--- src/rtl/window_scan_if.sv ---
// Valid/ready scan-coordinate stream between the window scan generator
// and the pixel-fetch / compare pipeline.
interface window_scan_if #(
  parameter int ROW_W = 10,
  parameter int COL_W = 10
);
  logic             start;
  logic             ready;
  logic             valid;
  logic [ROW_W-1:0] win_row;
  logic [COL_W-1:0] win_col;
  logic [ROW_W-1:0] pix_row;
  logic [COL_W-1:0] pix_col;
  logic             win_first;
  logic             win_last;
  logic             frame_last;
  logic             busy;
  logic             done;

  modport master (
    input  start,
    input  ready,
    output valid,
    output win_row,
    output win_col,
    output pix_row,
    output pix_col,
    output win_first,
    output win_last,
    output frame_last,
    output busy,
    output done
  );

  modport slave (
    output start,
    output ready,
    input  valid,
    input  win_row,
    input  win_col,
    input  pix_row,
    input  pix_col,
    input  win_first,
    input  win_last,
    input  frame_last,
    input  busy,
    input  done
  );
endinterface

--- src/rtl/window_scan_gen.sv ---
// Template-search scan address generator: walks every pixel of every
// strided window origin over the image as a registered valid/ready stream.
module window_scan_gen #(
  parameter int ROW_W    = 10,
  parameter int COL_W    = 10,
  parameter int IMG_ROWS = 480,
  parameter int IMG_COLS = 640,
  parameter int WIN_ROWS = 8,
  parameter int WIN_COLS = 8,
  parameter int STRIDE   = 1
) (
  input logic            clk,
  input logic            rst,
  window_scan_if.master  scan_o
);

  localparam int S   = (STRIDE < 1) ? 1 : STRIDE;
  localparam int NWR = (IMG_ROWS - WIN_ROWS) / S + 1;
  localparam int NWC = (IMG_COLS - WIN_COLS) / S + 1;

  localparam logic [ROW_W-1:0] OR_MAX = ROW_W'(WIN_ROWS - 1);
  localparam logic [COL_W-1:0] OC_MAX = COL_W'(WIN_COLS - 1);
  localparam logic [ROW_W-1:0] WR_MAX = ROW_W'((NWR - 1) * S);
  localparam logic [COL_W-1:0] WC_MAX = COL_W'((NWC - 1) * S);
  localparam logic [ROW_W-1:0] R_STEP = ROW_W'(S);
  localparam logic [COL_W-1:0] C_STEP = COL_W'(S);

  generate
    if (WIN_ROWS < 1 || WIN_ROWS > IMG_ROWS) begin : g_err_wr
      $error("window_scan_gen: WIN_ROWS out of range");
    end
    if (WIN_COLS < 1 || WIN_COLS > IMG_COLS) begin : g_err_wc
      $error("window_scan_gen: WIN_COLS out of range");
    end
    if (STRIDE < 1) begin : g_err_s
      $error("window_scan_gen: STRIDE must be >= 1");
    end
    if (((IMG_ROWS - 1) >> ROW_W) != 0) begin : g_err_rw
      $error("window_scan_gen: IMG_ROWS-1 does not fit ROW_W");
    end
    if (((IMG_COLS - 1) >> COL_W) != 0) begin : g_err_cw
      $error("window_scan_gen: IMG_COLS-1 does not fit COL_W");
    end
  endgenerate

  typedef enum logic [1:0] {
    IDLE = 2'd0,
    SCAN = 2'd1,
    DONE = 2'd2
  } state_e;

  state_e           state_q, state_d;
  logic             valid_q, valid_d;
  logic             busy_q, busy_d;
  logic             done_q, done_d;
  logic             first_q, first_d;
  logic             last_q, last_d;
  logic             flast_q, flast_d;
  logic [ROW_W-1:0] off_row_q, off_row_d;
  logic [COL_W-1:0] off_col_q, off_col_d;
  logic [ROW_W-1:0] win_row_q, win_row_d;
  logic [COL_W-1:0] win_col_q, win_col_d;
  logic [ROW_W-1:0] pix_row_q, pix_row_d;
  logic [COL_W-1:0] pix_col_q, pix_col_d;

  logic             oc_wrap, or_wrap, wc_wrap, wr_wrap;
  logic [COL_W-1:0] oc_n, wc_n;
  logic [ROW_W-1:0] or_n, wr_n;
  logic             xfer, load, adv, clr;

  // Odometer increment of the current counters, innermost column first
  always_comb begin
    oc_wrap = (off_col_q == OC_MAX);
    or_wrap = (off_row_q == OR_MAX);
    wc_wrap = (win_col_q == WC_MAX);
    wr_wrap = (win_row_q == WR_MAX);
    oc_n    = oc_wrap ? '0 : off_col_q + COL_W'(1);
    or_n    = off_row_q;
    wc_n    = win_col_q;
    wr_n    = win_row_q;
    if (oc_wrap) begin
      or_n = or_wrap ? '0 : off_row_q + ROW_W'(1);
    end
    if (oc_wrap && or_wrap) begin
      wc_n = wc_wrap ? '0 : win_col_q + C_STEP;
    end
    if (oc_wrap && or_wrap && wc_wrap) begin
      wr_n = wr_wrap ? '0 : win_row_q + R_STEP;
    end
  end

  always_comb begin
    state_d   = state_q;
    valid_d   = valid_q;
    busy_d    = busy_q;
    done_d    = done_q;
    first_d   = first_q;
    last_d    = last_q;
    flast_d   = flast_q;
    off_row_d = off_row_q;
    off_col_d = off_col_q;
    win_row_d = win_row_q;
    win_col_d = win_col_q;
    pix_row_d = pix_row_q;
    pix_col_d = pix_col_q;
    xfer      = valid_q & scan_o.ready;
    load      = 1'b0;
    adv       = 1'b0;
    clr       = 1'b0;

    unique case (state_q)
      IDLE: begin
        if (scan_o.start) begin
          state_d = SCAN;
          load    = 1'b1;
        end
      end
      SCAN: begin
        if (xfer && flast_q) begin
          state_d = DONE;
          clr     = 1'b1;
          done_d  = 1'b1;
        end else if (xfer) begin
          adv = 1'b1;
        end
      end
      DONE: begin
        state_d = IDLE;
        done_d  = 1'b0;
      end
      default: begin
        state_d = IDLE;
        clr     = 1'b1;
        done_d  = 1'b0;
      end
    endcase

    unique case (1'b1)
      load: begin
        off_row_d = '0;
        off_col_d = '0;
        win_row_d = '0;
        win_col_d = '0;
      end
      adv: begin
        off_row_d = or_n;
        off_col_d = oc_n;
        win_row_d = wr_n;
        win_col_d = wc_n;
      end
      default: ;
    endcase

    // Flags come from the next-state counters so they ride with their beat
    if (load || adv) begin
      valid_d   = 1'b1;
      busy_d    = 1'b1;
      pix_row_d = win_row_d + off_row_d;
      pix_col_d = win_col_d + off_col_d;
      first_d   = (off_row_d == '0) && (off_col_d == '0);
      last_d    = (off_row_d == OR_MAX) && (off_col_d == OC_MAX);
      flast_d   = last_d && (win_row_d == WR_MAX) &&
                  (win_col_d == WC_MAX);
    end

    if (clr) begin
      valid_d   = 1'b0;
      busy_d    = 1'b0;
      first_d   = 1'b0;
      last_d    = 1'b0;
      flast_d   = 1'b0;
      off_row_d = '0;
      off_col_d = '0;
      win_row_d = '0;
      win_col_d = '0;
      pix_row_d = '0;
      pix_col_d = '0;
    end
  end

  always_ff @(posedge clk) begin
    if (rst) begin
      state_q   <= IDLE;
      valid_q   <= 1'b0;
      busy_q    <= 1'b0;
      done_q    <= 1'b0;
      first_q   <= 1'b0;
      last_q    <= 1'b0;
      flast_q   <= 1'b0;
      off_row_q <= '0;
      off_col_q <= '0;
      win_row_q <= '0;
      win_col_q <= '0;
      pix_row_q <= '0;
      pix_col_q <= '0;
    end else begin
      state_q   <= state_d;
      valid_q   <= valid_d;
      busy_q    <= busy_d;
      done_q    <= done_d;
      first_q   <= first_d;
      last_q    <= last_d;
      flast_q   <= flast_d;
      off_row_q <= off_row_d;
      off_col_q <= off_col_d;
      win_row_q <= win_row_d;
      win_col_q <= win_col_d;
      pix_row_q <= pix_row_d;
      pix_col_q <= pix_col_d;
    end
  end

  assign scan_o.valid      = valid_q;
  assign scan_o.busy       = busy_q;
  assign scan_o.done       = done_q;
  assign scan_o.win_first  = first_q;
  assign scan_o.win_last   = last_q;
  assign scan_o.frame_last = flast_q;
  assign scan_o.win_row    = win_row_q;
  assign scan_o.win_col    = win_col_q;
  assign scan_o.pix_row    = pix_row_q;
  assign scan_o.pix_col    = pix_col_q;

endmodule

--- src/flat_wrapper.sv ---
// flat-port wrapper written by rule: the top's interface ports become plain ports
module window_scan_gen_flat 
#(
  parameter int ROW_W    = 10,
  parameter int COL_W    = 10,
  parameter int IMG_ROWS = 480,
  parameter int IMG_COLS = 640,
  parameter int WIN_ROWS = 8,
  parameter int WIN_COLS = 8,
  parameter int STRIDE   = 1
)
  (clk, rst, scan_o_start, scan_o_ready, scan_o_valid, scan_o_win_row, scan_o_win_col, scan_o_pix_row, scan_o_pix_col, scan_o_win_first, scan_o_win_last, scan_o_frame_last, scan_o_busy, scan_o_done);
  window_scan_if #(.ROW_W(ROW_W), .COL_W(COL_W)) scan_o_i ();
  input logic clk;
  input logic rst;
  input wire logic [$bits(scan_o_i.start)-1:0] scan_o_start;
  input wire logic [$bits(scan_o_i.ready)-1:0] scan_o_ready;
  output wire logic [$bits(scan_o_i.valid)-1:0] scan_o_valid;
  output wire logic [$bits(scan_o_i.win_row)-1:0] scan_o_win_row;
  output wire logic [$bits(scan_o_i.win_col)-1:0] scan_o_win_col;
  output wire logic [$bits(scan_o_i.pix_row)-1:0] scan_o_pix_row;
  output wire logic [$bits(scan_o_i.pix_col)-1:0] scan_o_pix_col;
  output wire logic [$bits(scan_o_i.win_first)-1:0] scan_o_win_first;
  output wire logic [$bits(scan_o_i.win_last)-1:0] scan_o_win_last;
  output wire logic [$bits(scan_o_i.frame_last)-1:0] scan_o_frame_last;
  output wire logic [$bits(scan_o_i.busy)-1:0] scan_o_busy;
  output wire logic [$bits(scan_o_i.done)-1:0] scan_o_done;
  assign scan_o_i.start = scan_o_start;
  assign scan_o_i.ready = scan_o_ready;
  assign scan_o_valid = scan_o_i.valid;
  assign scan_o_win_row = scan_o_i.win_row;
  assign scan_o_win_col = scan_o_i.win_col;
  assign scan_o_pix_row = scan_o_i.pix_row;
  assign scan_o_pix_col = scan_o_i.pix_col;
  assign scan_o_win_first = scan_o_i.win_first;
  assign scan_o_win_last = scan_o_i.win_last;
  assign scan_o_frame_last = scan_o_i.frame_last;
  assign scan_o_busy = scan_o_i.busy;
  assign scan_o_done = scan_o_i.done;
  window_scan_gen #(.ROW_W(ROW_W), .COL_W(COL_W), .IMG_ROWS(IMG_ROWS), .IMG_COLS(IMG_COLS), .WIN_ROWS(WIN_ROWS), .WIN_COLS(WIN_COLS), .STRIDE(STRIDE)) u_core (.clk(clk), .rst(rst), .scan_o(scan_o_i));
endmodule
--- config.mk ---
export PLATFORM = sky130hd
export DESIGN_NAME = window_scan_gen_flat
export DESIGN_NICKNAME = d
export VERILOG_FILES = /design/src/rtl/window_scan_if.sv /design/src/rtl/window_scan_gen.sv /design/src/flat_wrapper.sv
export SDC_FILE = /design/constraint.sdc
export NUM_CORES = 1
export LEC_CHECK = 0
export BUFFER_PORTS_ARGS = -buffer_cell sky130_fd_sc_hd__buf_4
export CORE_ASPECT_RATIO = 0.8
export CORE_MARGIN = 2
export CORE_UTILIZATION = 45
export DETAILED_ROUTE_END_ITERATION = 6
export PLACE_DENSITY = 0.72
export SLEW_MARGIN = 20
export SYNTH_ARGS = -nofsm -noshare
export SYNTH_HDL_FRONTEND = slang
export SYNTH_SLANG_ARGS = --single-unit
--- constraint.sdc ---
create_clock -name clk -period 12.6 [get_ports clk]
set_input_delay 0 -clock clk [delete_from_list [all_inputs] [get_ports clk]]
set_output_delay 0 -clock clk [all_outputs]
set_load 0.03 [all_outputs]
# After elaboration in Yosys (flattened, before gate mapping)
# Index checks and enable logic that the tools add are counted.
# Widths: inputs -> output; s select.
classes:
  n_addsub: 6
  mul: 0
  div_mod_pow: 0
  order_cmp: 0
  n_eq_ne: 12
  shifts: 0
  n_mux: 23
  bitwise: 2
  reduce_logical: 15
op_table:
  columns: ["op", "n"]
  rows:
  - ["$pmux 10 s2", 4]
  - ["$mux 10", 7]
  - ["$add 10x1->10 const B", 4]
  - ["$eq 10x3->1 const B", 4]
  - ["$add 10x10->10", 2]
  - ["$eq 10x10->1 const B", 2]
  - ["$eq 10x9->1 const B", 2]
  - ["$logic_not 10->1", 2]
  - ["$logic_and 1x1->1", 7]
  - ["$mux 1", 7]
  - ["$mux 2", 2]
  - ["$pmux 1 s2", 2]
  - ["$pmux 2 s2", 1]
  - ["$reduce_and 2->1", 2]
  - ["$reduce_or 2->1", 2]
  - ["$eq 2x1->1 const B", 1]
  - ["$eq 2x2->1 const B", 1]
  - ["$logic_not 2->1", 1]
  - ["$ne 2x1->1 const B", 1]
  - ["$ne 2x2->1 const B", 1]
  - ["$and 1x1->1", 1]
  - ["$logic_or 1x1->1", 1]
  - ["$not 1->1", 1]
word_totals:
  reg_bits: 67
  latchBits: 0
  ramBits: 0
  rom_bits: 0
  input_bits: 4
  output_inout_bits: 46
  elab_cells: 70
  memories: 0

# Logic depth before layout (Yosys ltp)
# Gate-level depths: netlist of the first run.
logic_depth:
  depth_word: 9
  depth_mapped: 21
  depth_no_buf: 18

# Worst setup path after synthesis of the first run
# OpenSTA, ideal clock, no wires.
synth_path:
  path_kind: "reg2reg"
  from: "reg u_core.off_col_q[3]"
  to: "reg u_core.pix_row_q[8] (netlist: u_core.scan_o.pix_row[8])"
  setup_time_ns: 0.120
  arrival_ns: 4.044
  required_time_ns: 12.480
  slack_ns: 8.437
  stages_incl_launch_ff: 20
  n_path_buf: 4
  synth_period_minus_slack_ns: 4.163
  path_cell_list: "dfxtp_1 -> buf_6 -> or4_4 -> buf_6 -> or3_4 -> buf_2 -> nand2_1 -> buf_4 -> nand2_1 -> mux2_2 -> ha_1 -> fa_1 -> a21o_1 -> a21oi_1 -> o21bai_1 -> a21oi_1 -> o21bai_1 -> a21oi_1 -> nor4_1 -> a211o_1"
synth_via:
  elab_chain_cells: 6
  elab_cells_between_ends: 8
  cone_classes: "add/sub (1); eq/ne (1); mux (4); reduce/logical (2)"
synth_rtl:
  columns: ["element", "line", "source"]
  rows:
  - ["start, declared", "window_scan_gen.sv:60", "logic [COL_W-1:0] off_col_q, off_col_d;"]
  - ["start signal, assigned", "window_scan_gen.sv:205", "off_col_q <= off_col_d;"]
  - ["$eq 10x3->1 *", "window_scan_gen.sv:73", "oc_wrap = (off_col_q == OC_MAX);"]
  - ["$logic_and 1x1->1 (2 in series)", "window_scan_gen.sv:87", "if (oc_wrap && or_wrap && wc_wrap) begin"]
  - ["$mux 10", "window_scan_gen.sv:87", null]
  - ["$pmux 10 s2", "window_scan_gen.sv:138", "unique case (1'b1)"]
  - ["$add 10x10->10 *", "window_scan_gen.sv:158", "pix_row_d = win_row_d + off_row_d;"]
  - ["end signal, assigned", "window_scan_gen.sv:208", "pix_row_q <= pix_row_d;"]
  - ["end, declared", "window_scan_gen.sv:63", "logic [ROW_W-1:0] pix_row_q, pix_row_d;"]
# Every way passes the cells marked *; elsewhere a longest branch is shown, timed or not.
# A chain may end at the register's enable or synchronous reset.

# Final worst setup path of the first run
layout_path:
  from: "reg u_core.off_row_q[3]"
  to: "reg u_core.pix_row_q[8] (netlist: u_core.scan_o.pix_row[8])"
layout_via:
  elab_chain_cells: 6
  elab_cells_between_ends: 10
  cone_classes: "add/sub (2); eq/ne (1); mux (5); reduce/logical (2)"
layout_rtl:
  columns: ["element", "line", "source"]
  rows:
  - ["start, declared", "window_scan_gen.sv:59", "logic [ROW_W-1:0] off_row_q, off_row_d;"]
  - ["start signal, assigned", "window_scan_gen.sv:204", "off_row_q <= off_row_d;"]
  - ["branches (longest 5 deep; another with $add 10x1->10)", null, null]
  - ["$add 10x10->10 *", "window_scan_gen.sv:158", null]
# Mark *: on every way between the ends.

==> results.py, run 1 <==
metrics = {
    "run_status": {
        "status": "finished, final reports clean",
    },
    "sta": {
        "rsz0062_at_grt": "no",
        "slew_violations": 0,
        "fin_setup_tns_ns": 0,
        "slew_headroom_pct": 37.3,
        "post-route-period-util_pct": 36.2,
        "setup_viol": 0,
        "hold_viol": 0,
        "worst_pin_slew_ns": 0.936,
        "clock.fmax_mhz": 219,
        "skew_ns": 0.00908,
        "layout_min_cycle_time_ns": 4.56,
        "hold_slack_ns": 0.0305,
    },
    "power_and_ir_drop": {
        "p_seq_share_pct": 41.8,
        "clkPwrFrac_pct": 51.6,
        "power_density_nw_per_um2": 97.5,
        "cellLeakagePower_nw": 2.19,
        "peakVddDrop_mv": 0.0661,
        "intPower_mw": 0.396,
        "comb_power_share_pct": 6.6,
        "p_sw_share_pct": 23.4,
        "switching_power_mw": 0.121,
    },
    "critical_path": {
        "path_max_fanout": 10,
        "worst-endpoint-arrival_ns": 4.79,
        "worstReg2RegEnd": "u_core.scan_o.pix_row[8]",
        "r2r_start": "u_core.off_row_q[3]",
        "end_kind": "flop",
        "reg2reg_slack_ns": 8.04,
        "critPathKind": "reg2reg",
        "worstPathBufferInverterCount": 0,
        "cp-start-kind": "flop",
        "r2r_cells": 15,
        "worst_path_most_repeated_cell": "a21oi_1",
        "cp_slowest_cell": "or4_4",
        "crit_chain": "or4_4 > nor4_2 > a31oi_1 > o21ai_0 > nand2_1 > ha_1 > fa_1 > a21o_1 > a21oi_1 > o21bai_1 > a21oi_1 > o21bai_1 > a21oi_1 > nor4_1 > a211o_1",
        "cp.depth": 15,
        "worstPathRequired_ns": 12.83,
        "critical-path-top-delay-family": "compound AO/OA/AOI/OAI gates",
        "slowest_delay_ns": 0.59,
    },
    "cts": {
        "cts_tree": "yes",
        "clk_path_buf_depth": 2,
        "clock_sinks": 67,
        "cts_buffers": 9,
        "path_clk_slew_ns": 0.06,
        "clkLatencyLatePin_ns": 0.34,
        "cts-root-buf": "clkbuf_16",
        "cts_max_level": 3,
        "post_cts_buffers": 0,
    },
    "layout": {
        "multi_input_area_um2": 2960,
        "n_antenna_cell": 0,
        "nNetsFinal": 648,
        "fillerInstances": 971,
        "final_util_pct": 54.2,
        "drive_gt1_share_pct": 14.4,
        "synthToLayoutAreaGrowth_pct": 16.1,
        "final_cells": 759,
        "seqCellArea_um2": 1340,
    },
    "placement": {
        "dp_cells": 742,
        "dpl.hpwl_um": 9450,
        "io_buffers": 49,
        "place_congestion": 0.938,
    },
    "synthesis": {
        "async_flop_share_pct": 0,
        "ys_seq_area_share_pct": 29.4,
        "synth_edf_count": 0,
        "netlist_instances": 589,
        "syn_area_per_cell_um2": 7.75,
        "synth.largest_area_cell": "dfxtp_1",
        "synth_warnings": 0,
        "synth-seq-cells": 67,
        "synth_area_um2": 4570,
        "synth_flop_cell": "dfxtp_1",
        "syn_nets": 619,
        "synth.distinct_cells": 72,
        "ys_top_cells_by_area": "dfxtp_1 (29%), ha_1 (6.6%), nand2_1 (4.4%)",
        "synth_top_area_share_pct": 29.4,
    },
    "floorplan": {
        "die_area_um2": 11000,
        "rows": 32,
        "die_h_um": 94.1,
        "dieWidth_um": 117,
        "core_um2": 9770,
        "io_pins": 50,
        "start_util_pct": 46.7,
    },
    "global_routing": {
        "grt_start_max_net_pins": 59,
        "grt_use_total_pct": 25.2,
        "grt_pass1_wl_um": 21500,
        "overflow": 0,
        "antenna_found_initial": 0,
        "grt_pass1_vias": 4256,
    },
    "hold_path": {
        "hold_end": "u_core.state_q[1]",
        "worst_hold_startpoint": "scan_o_ready",
        "hold_depth": 3,
        "min_path_type": "in2reg",
    },
    "detailed_routing": {
        "wl_met1_um": 5970,
        "vias_per_cell": 6.07,
        "vias": 4610,
        "drc": 0,
        "highest_layer": "met4",
        "drt_wl_total_um": 13300,
        "ant_nets": 0,
        "drtPass1Iterations": 6,
        "wl_met2_um": 6020,
        "drt_iter0_drc": 452,
        "wl_per_cell_um": 17.6,
        "wl_met3_um": 1130,
    },
    "job": {
        "maxCapViolCount": 0,
    },
}
==> through the flow <==
step                area [µm²]  power, mW  setup slack (ns)
global placement          4980      0.253              8.24
finish                    5300      0.517              8.04
global route              5300      0.532              7.63
CTS                       5300      0.520              8.12
detailed placement        4980      0.253              8.14
floorplan                 4570      0.243              8.44
==> placed cells by master, fill, tap and decap left out, types with 4 or more instances in the layout <==
cell type / netlist / routed
inv_1: 26 / 26
o211ai_1: 4 / 4
nand3_1: 29 / 29
a21boi_0: 4 / 4
nor3_1: 26 / 26
nand2b_1: 4 / 4
nor2b_1: 5 / 5
a31oi_1: 7 / 7
and3_1: 10 / 10
ha_1: 24 / 24
nand2_1: 54 / 54
o21bai_1: 5 / 4
or3_1: 5 / 5
a211oi_1: 4 / 4
and2_1: 22 / 22
a21oi_1: 39 / 39
xnor2_1: 17 / 17
nor3b_1: 5 / 5
clkbuf_16: 0 / 9
o21a_1: 7 / 7
a21o_1: 11 / 11
nand4_1: 15 / 15
dfxtp_1: 67 / 67
nor4_1: 12 / 12
buf_4: 2 / 54
o31ai_1: 7 / 7
o21ai_0: 22 / 22
nor2_1: 49 / 49
nand3b_1: 4 / 4
or2_2: 4 / 4
nand4b_1: 5 / 5
==> worst register-to-register path, stage by stage (launching register included) <==
cell,delay (ns)
dfxtp_1,0.39
or4_4,0.59
nor4_2,0.54
a31oi_1,0.46
o21ai_0,0.43
nand2_1,0.10
ha_1,0.23
fa_1,0.41
a21o_1,0.20
a21oi_1,0.21
o21bai_1,0.09
a21oi_1,0.24
o21bai_1,0.09
a21oi_1,0.19
nor4_1,0.06
a211o_1,0.24
==> metal layers <==
| layer | up-vias | GRT usage, % |
|---|---|---|
| li1 | 2199 | - |
| met1 | 2157 | 33.8 |
| met2 | 229 | 40.3 |
| met3 | 25 | 6.06 |
| met4 | 0 | 7.25 |
| met5 | - | 0 |
==> layout make-up <==
class,instances,share of cell area [%]
multi-input cells,459,55.9
repair buffers,55,7.84
inverters,26,1.84
clock inverters,5,1.46
flip-flops and latches,67,25.3
clock buffers,11,4.39
well taps,136,3.21
==> power groups by stage <==
| stage | combinational [mW] | clock [mW] | sequential [mW] |
|---|---|---|---|
| after floorplan | 0.0199 | 0 | 0.223 |
| after global routing | 0.0366 | 0.280 | 0.216 |
| after global placement | 0.0327 | 0 | 0.220 |
| after CTS | 0.0335 | 0.271 | 0.216 |
| final | 0.0340 | 0.267 | 0.216 |
| after detailed placement | 0.0331 | 0 | 0.220 |
==> synthesized netlist by cell type, types with 3 or more instances <==
master     count
a31oi_1        7
nand3b_1       4
ha_1          24
nand2b_1       4
o31ai_1        7
a21oi_1       39
or4_4          3
buf_6          3
a2bb2oi_1      3
and3_1        10
a21boi_0       4
nand3_1       29
nand2_1       54
o21ai_0       22
or3_1          5
clkbuf_1      26
o41ai_1        3
o21a_1         7
nor2_1        49
nand4_1       15
buf_2          4
nor3b_1        5
a211oi_1       4
o21ai_1        3
inv_1         26
nor3_1        26
nand4b_1       5
dfxtp_1       67
o31a_1         3
o21bai_1       5
o211ai_1       4
xnor2_1       17
and2_1        22
a22oi_1        3
nor4_1        12
or2_2          4
nor2b_1        5
a21o_1        11
==> timing repair <==
action | CTS | global route
hold buffers | 1 | 0
resized for setup | 0 | 0
endpoints found under the hold margin | 2 | 0
==> kinds of logic (layout without fill, tap and decap cells) <==
family          after synthesis  in the layout  share of synthesized area, %
flops                        67             67                          29.4
xor+xnor                     19             19                          3.64
mux                           2              2                         0.466
compound gates              144            144                          21.5
fa+ha+maj                    26             26                          7.45
buf+inv                      63             97                          5.95
simple gates                268            268                          31.6
==> worst max path at each step <==
stage                                   start                        to
after CTS                 u_core.off_row_q[3]  u_core.scan_o.pix_row[8]
after global placement    u_core.off_col_q[3]  u_core.scan_o.pix_row[8]
after detailed placement  u_core.off_row_q[3]  u_core.scan_o.pix_row[8]
after global routing      u_core.off_row_q[3]  u_core.scan_o.pix_row[8]
after floorplan           u_core.off_col_q[3]  u_core.scan_o.pix_row[8]
final                     u_core.off_row_q[3]  u_core.scan_o.pix_row[8]
==> registers in the layout, summed over array words and instances (netlist names) <==
name and flops:
u_core.off_col_q 10, u_core.off_row_q 10, u_core.scan_o.pix_col 10, u_core.scan_o.pix_row 10, u_core.scan_o.win_col 10, u_core.scan_o.win_row 10
u_core.state_q 2, u_core.scan_o.done 1, u_core.scan_o.frame_last 1, u_core.scan_o.valid 1, u_core.scan_o.win_first 1, u_core.scan_o.win_last 1
Note: power is estimated with default switching activity, not from simulation.
==> inputs of run 2 (changes only) <==
==> constraint.sdc (replaced) <==
create_clock -name clk -period 4.4 [get_ports clk]
set_input_delay 0 -clock clk [delete_from_list [all_inputs] [get_ports clk]]
set_output_delay 0 -clock clk [all_outputs]
set_load 0.03 [all_outputs]
==> run 2 against run 1 <==
  * Clock skew shrank 0.0027 ns
  * Routed wire length grew 4.8%
  * Flip-flop and latch count is the same
  * Via count grew 1.9%
  * Sequential power grew to 2.9 times the previous value
  * Combinational power grew to 3.1 times the previous value
  * Critical endpoint unchanged
  * Largest cell class unchanged
  * Highest routed layer unchanged
==> results.py, run 2 (synthesis gave the netlist of run 1 again) <==
metrics = {
    "detailed_routing": {
        "drtPass1Iterations": 5,
        "ant_nets": 0,
        "drc": 0,
        "vias_per_cell": 6.04,
        "wl_per_cell_um": 18.0,
        "drt_iter0_drc": 458,
        "drt_wl_total_um": 14000,
        "vias": 4698,
    },
    "sta": {
        "worst_pin_slew_ns": 0.942,
        "fin_setup_tns_ns": 0,
        "fin_ws_ns": 0.256,
        "setup_viol": 0,
        "clock.fmax_mhz": 241,
        "layout_min_cycle_time_ns": 4.14,
        "slew_headroom_pct": 37.2,
        "post-route-period-util_pct": 94.2,
        "hold_slack_ns": 0.0151,
        "hold_viol": 0,
        "skew_ns": 0.00641,
        "slew_violations": 0,
    },
    "cts": {
        "cts_tree": "yes",
        "cts-root-buf": "clkbuf_16",
        "path_clk_slew_ns": 0.05,
        "cts_max_level": 3,
        "cts_buffers": 9,
        "clock_sinks": 67,
        "clkLatencyLatePin_ns": 0.34,
        "clk_path_buf_depth": 2,
    },
    "layout": {
        "layout_common_cells": "buf_4 (74), dfxtp_1 (67), nand2_1 (54), nor2_1 (49), a21oi_1 (37)",
        "nNetsFinal": 668,
        "final_common_cell": "buf_4",
        "drive_gt1_share_pct": 17.8,
        "fillerInstances": 935,
        "synthToLayoutAreaGrowth_pct": 19.8,
        "final_cells": 778,
        "n_antenna_cell": 0,
    },
    "global_routing": {
        "grt_pass1_wl_um": 22400,
        "overflow": 0,
        "antenna_found_initial": 0,
        "met2_usage_pct": 40.4,
        "grtUsageMet3_pct": 6.90,
        "grt.busiest_layer": "met2",
        "grt_pass1_vias": 4477,
        "grt_use_total_pct": 26.4,
        "met1_usage_pct": 35.4,
        "grt_start_max_net_pins": 28,
    },
    "placement": {
        "dpl.hpwl_um": 10400,
        "place_congestion": 0.968,
        "io_buffers": 49,
        "dp_cells": 761,
        "pre_cts_ws_ns": 0.230,
    },
    "floorplan": {
        "start_util_pct": 46.7,
        "core_um2": 9770,
        "io_pins": 50,
        "die_area_um2": 11000,
        "die_h_um": 94.1,
        "dieWidth_um": 117,
        "rows": 32,
    },
    "critical_path": {
        "cp-start-kind": "flop",
        "worst-endpoint-arrival_ns": 4.37,
        "worstPathRequired_ns": 4.62,
        "path_max_fanout": 11,
        "end_kind": "flop",
        "critPathKind": "reg2reg",
    },
    "power_and_ir_drop": {
        "peakVddDrop_mv": 0.161,
        "power_density_nw_per_um2": 272,
        "cellLeakagePower_nw": 2.30,
    },
    "hold_path": {
        "min_path_type": "in2reg",
    },
    "job": {
        "maxCapViolCount": 0,
    },
    "run_status": {
        "status": "finished, final reports clean",
    },
}
run 2: cell count changes in the layout (fill, tap and decap cells not counted), moves of 2 or more:
cell,change
a21oi_2,+2
clkbuf_8,+4
buf_4,+20
a21oi_1,-2
clkinv_2,-2
run 2: per-layer routing:
| metal | routed length (µm) | vias to the layer above |
|---|---|---|
| li1 | - | 2236 |
| met1 | 6200 | 2184 |
| met2 | 6030 | 241 |
| met3 | 1330 | 37 |
| met4 | 422 | 0 |
| met5 | 0 | - |
run 2: stage by stage:
stage	cell area (µm²)	util (%)	power (mW)
2_1_floorplan	4570	-	0.696
3_3_place_gp	5120	52.4	0.732
3_5_place_dp	5120	52.4	0.734
4_1_cts	5450	55.7	1.49
5_1_grt	5470	56.0	1.53
6_report	5470	56.0	1.49
run 2: repair_timing:
item / in CTS / in global routing
endpoints found under the setup margin: 0 / 3
buffers inserted: 0 / 1
hold buffers: 1 / 0
gates resized for setup: 0 / 6
hold endpoints to repair: 2 / 0
run 2: final cells by class:
cell class | count | area, µm² | area share, %
clock buffer | 14 | 284 | 5.19
clock inverter | 1 | 30.0 | 0.549
inverter | 26 | 97.6 | 1.78
multi-input combinational | 459 | 2980 | 54.5
sequential | 67 | 1340 | 24.5
tap | 136 | 170 | 3.11
timing repair buffer | 75 | 566 | 10.3
run 2: worst paths after layout:
check / from / to / slack [ns] / depth (start not counted)
worst max-delay path: u_core.off_row_q[4] / u_core.scan_o.pix_row[8] / 0.26 / 15
worst min-delay path: scan_o_ready / u_core.state_q[1] / 0.02 / 3
worst max register to register: u_core.off_row_q[4] / u_core.scan_o.pix_row[8] / 0.26 / 15
worst min register to register: u_core.scan_o.pix_row[3] / u_core.scan_o.pix_row[3] / 0.45 / 2
run 2: critical path, cell delays in order (launching register included):
cell      delay (ns)
dfxtp_1         0.37
or4_4           0.56
or4_4           0.64
o21ai_2         0.21
nor2_1          0.08
mux2_2          0.28
ha_1            0.23
fa_1            0.40
a21o_1          0.19
a21oi_1         0.21
o21bai_1        0.11
a21oi_2         0.18
o21bai_1        0.08
a21oi_1         0.19
nor4_1          0.06
a211o_1         0.23
run 2: power breakdown:
group          internal [mW]  switching [mW]  total, mW
Clock                  0.498           0.268      0.766
Combinational         0.0303          0.0755      0.106
Sequential             0.613         0.00482      0.618
Total                   1.14           0.348       1.49
==> inputs of run 3 (changes only) <==
--- a/config.mk
+++ b/config.mk
@@ -9,6 +9,7 @@
 export CORE_ASPECT_RATIO = 0.8
 export CORE_MARGIN = 2
 export CORE_UTILIZATION = 45
+export CTS_BUF_LIST = sky130_fd_sc_hd__clkbuf_16
 export DETAILED_ROUTE_END_ITERATION = 6
 export PLACE_DENSITY = 0.72
 export SLEW_MARGIN = 20
==> run 3 against run 2 <==
  * Global-route usage barely moved
  * Die area did not move
  * Via count decreased by 0.34%
  * Cell count unchanged
  * Register-to-register slack barely moved
  * Fmax is 0.17% higher
  * Worst setup slack better by 0.0070 ns
  * Clock power down 9.9%
  * Combinational power about the same
  * Utilization is 0.41 points lower
  * Largest cell class unchanged
  * Sequential share of layout area up 0.18 points
  * Critical path depth unchanged
==> results.py, run 3 (synthesis gave the netlist of run 1 again) <==
metrics = {
    "layout": {
        "multi_input_area_um2": 2980,
        "seqCellArea_um2": 1340,
        "final_common_cell": "buf_4",
        "nNetsFinal": 668,
        "synthToLayoutAreaGrowth_pct": 19.0,
        "drive_gt1_share_pct": 17.1,
        "finalInstanceArea_um2": 5430,
        "fillerInstances": 949,
        "layout_common_cells": "buf_4 (74), dfxtp_1 (67), nand2_1 (54), nor2_1 (49), a21oi_1 (37)",
        "n_antenna_cell": 0,
    },
    "power_and_ir_drop": {
        "intPower_mw": 1.07,
        "switching_power_mw": 0.345,
        "p_sw_share_pct": 24.4,
        "comb_power_share_pct": 7.5,
        "power_density_nw_per_um2": 260,
        "clkPwrFrac_pct": 48.8,
        "p_seq_share_pct": 43.7,
        "peakVddDrop_mv": 0.159,
        "cellLeakagePower_nw": 2.28,
        "total_power_mw": 1.41,
    },
    "detailed_routing": {
        "drc": 0,
        "drt_wl_total_um": 13900,
        "ant_nets": 0,
        "vias": 4682,
        "drt_iter0_drc": 497,
        "wl_per_cell_um": 17.8,
        "drtPass1Iterations": 5,
        "vias_per_cell": 6.02,
    },
    "placement": {
        "place_congestion": 0.968,
        "io_buffers": 49,
        "dpl.hpwl_um": 10400,
        "pre_cts_ws_ns": 0.230,
        "placed_area_um2": 5120,
    },
    "global_routing": {
        "grt_pass1_wl_um": 22400,
        "grt_pass1_vias": 4463,
        "antenna_found_initial": 0,
        "overflow": 0,
        "grt_use_total_pct": 26.5,
        "grt_start_max_net_pins": 28,
    },
    "cts": {
        "clock_sinks": 67,
        "clk_path_buf_depth": 2,
        "cts_tree": "yes",
        "cts_buffers": 9,
        "path_clk_slew_ns": 0.06,
        "cts-root-buf": "clkbuf_16",
        "clkLatencyLatePin_ns": 0.34,
        "cts_max_level": 3,
    },
    "critical_path": {
        "end_kind": "flop",
        "crit_chain": "or4_4 > or4_4 > o21ai_2 > nor2_1 > mux2_2 > ha_1 > fa_1 > a21o_1 > a21oi_1 > o21bai_1 > a21oi_2 > o21bai_1 > a21oi_1 > nor4_1 > a211o_1",
        "cp_slowest_cell": "or4_4",
        "cp-start-kind": "flop",
        "path_max_fanout": 11,
        "critPathKind": "reg2reg",
        "critical-path-top-delay-family": "compound AO/OA/AOI/OAI gates",
        "worstPathBufferInverterCount": 0,
        "worstPathRequired_ns": 4.62,
        "worst-endpoint-arrival_ns": 4.36,
        "slowest_delay_ns": 0.64,
    },
    "sta": {
        "setup_viol": 0,
        "slew_violations": 0,
        "hold_viol": 0,
        "clock.fmax_mhz": 242,
        "rsz0062_at_grt": "no",
        "fin_setup_tns_ns": 0,
        "post-route-period-util_pct": 94.0,
        "skew_ns": 0.00629,
        "fin_ws_ns": 0.263,
        "worst_pin_slew_ns": 0.923,
        "slew_headroom_pct": 38.5,
        "layout_min_cycle_time_ns": 4.14,
    },
    "floorplan": {
        "dieWidth_um": 117,
        "die_area_um2": 11000,
        "start_util_pct": 46.7,
        "die_h_um": 94.1,
        "io_pins": 50,
        "rows": 32,
        "core_um2": 9770,
    },
    "job": {
        "maxCapViolCount": 0,
    },
    "run_status": {
        "status": "finished, final reports clean",
    },
    "hold_path": {
        "min_path_type": "in2reg",
    },
}
==> run 3: changes by cell type in the layout (fill, tap and decap cells not counted), sizes merged <==
cell,previous run,this run
clkinv,0,4
inv,26,27
clkbuf,14,9
==> run 3: through the flow <==
stage          std cells  util (%)  hold slack (ns)
3_5_place_dp         761      52.4            0.208
6_report             778      55.6           0.0133
5_1_grt              778      55.6           0.0280
3_3_place_gp         761      52.4            0.193
2_1_floorplan        589         -           0.0768
4_1_cts              777      55.3          0.00975
==> run 3: cell type report <==
class	instances	share of cell area (%)
Multi-Input combinational cell	459	54.9
Inverter	26	1.80
Clock inverter	6	0.898
Timing Repair Buffer	75	10.4
Tap cell	136	3.13
Clock buffer	9	4.15
Sequential cell	67	24.7
==> run 3: what timing repair did <==
| item | CTS | global route |
|---|---|---|
| setup buffers | 0 | 1 |
| hold buffers | 1 | 0 |
| endpoints found under the hold margin | 2 | 0 |
| resized for setup | 0 | 6 |
| setup endpoints to repair | 0 | 3 |
==> run 3: worst paths after layout <==
path,from,slack (ns),depth (start not counted),to
min,scan_o_ready,0.01,3,u_core.state_q[1]
max reg2reg,u_core.off_row_q[4],0.26,15,u_core.scan_o.pix_row[8]
max,u_core.off_row_q[4],0.26,15,u_core.scan_o.pix_row[8]
min reg2reg,u_core.scan_o.pix_row[3],0.45,2,u_core.scan_o.pix_row[3]
==> run 3: worst reg2reg max path: cells and delay by family (launching register included) <==
family          cells  cell delay [ns]
compound gates      8             1.41
fa+ha+maj           2             0.63
flops               1             0.37
mux                 1             0.28
simple gates        4             1.34
==> run 3: per-layer routing <==
layer / GRT usage, % / routed length (µm) / up-vias
li1: - / - / 2242
met1: 35.9 / 6120 / 2165
met3: 6.52 / 1330 / 35
met5: 0 / 0 / -
met2: 40.4 / 5970 / 240
met4: 10.4 / 433 / 0
==> run 3: power groups by stage <==
stage	Clock [mW]	Combinational, mW	Sequential, mW
after global placement	0	0.101	0.630
final	0.690	0.106	0.618
after detailed placement	0	0.103	0.631
after CTS	0.697	0.104	0.618
after floorplan	0	0.0569	0.639
after global routing	0.718	0.114	0.618
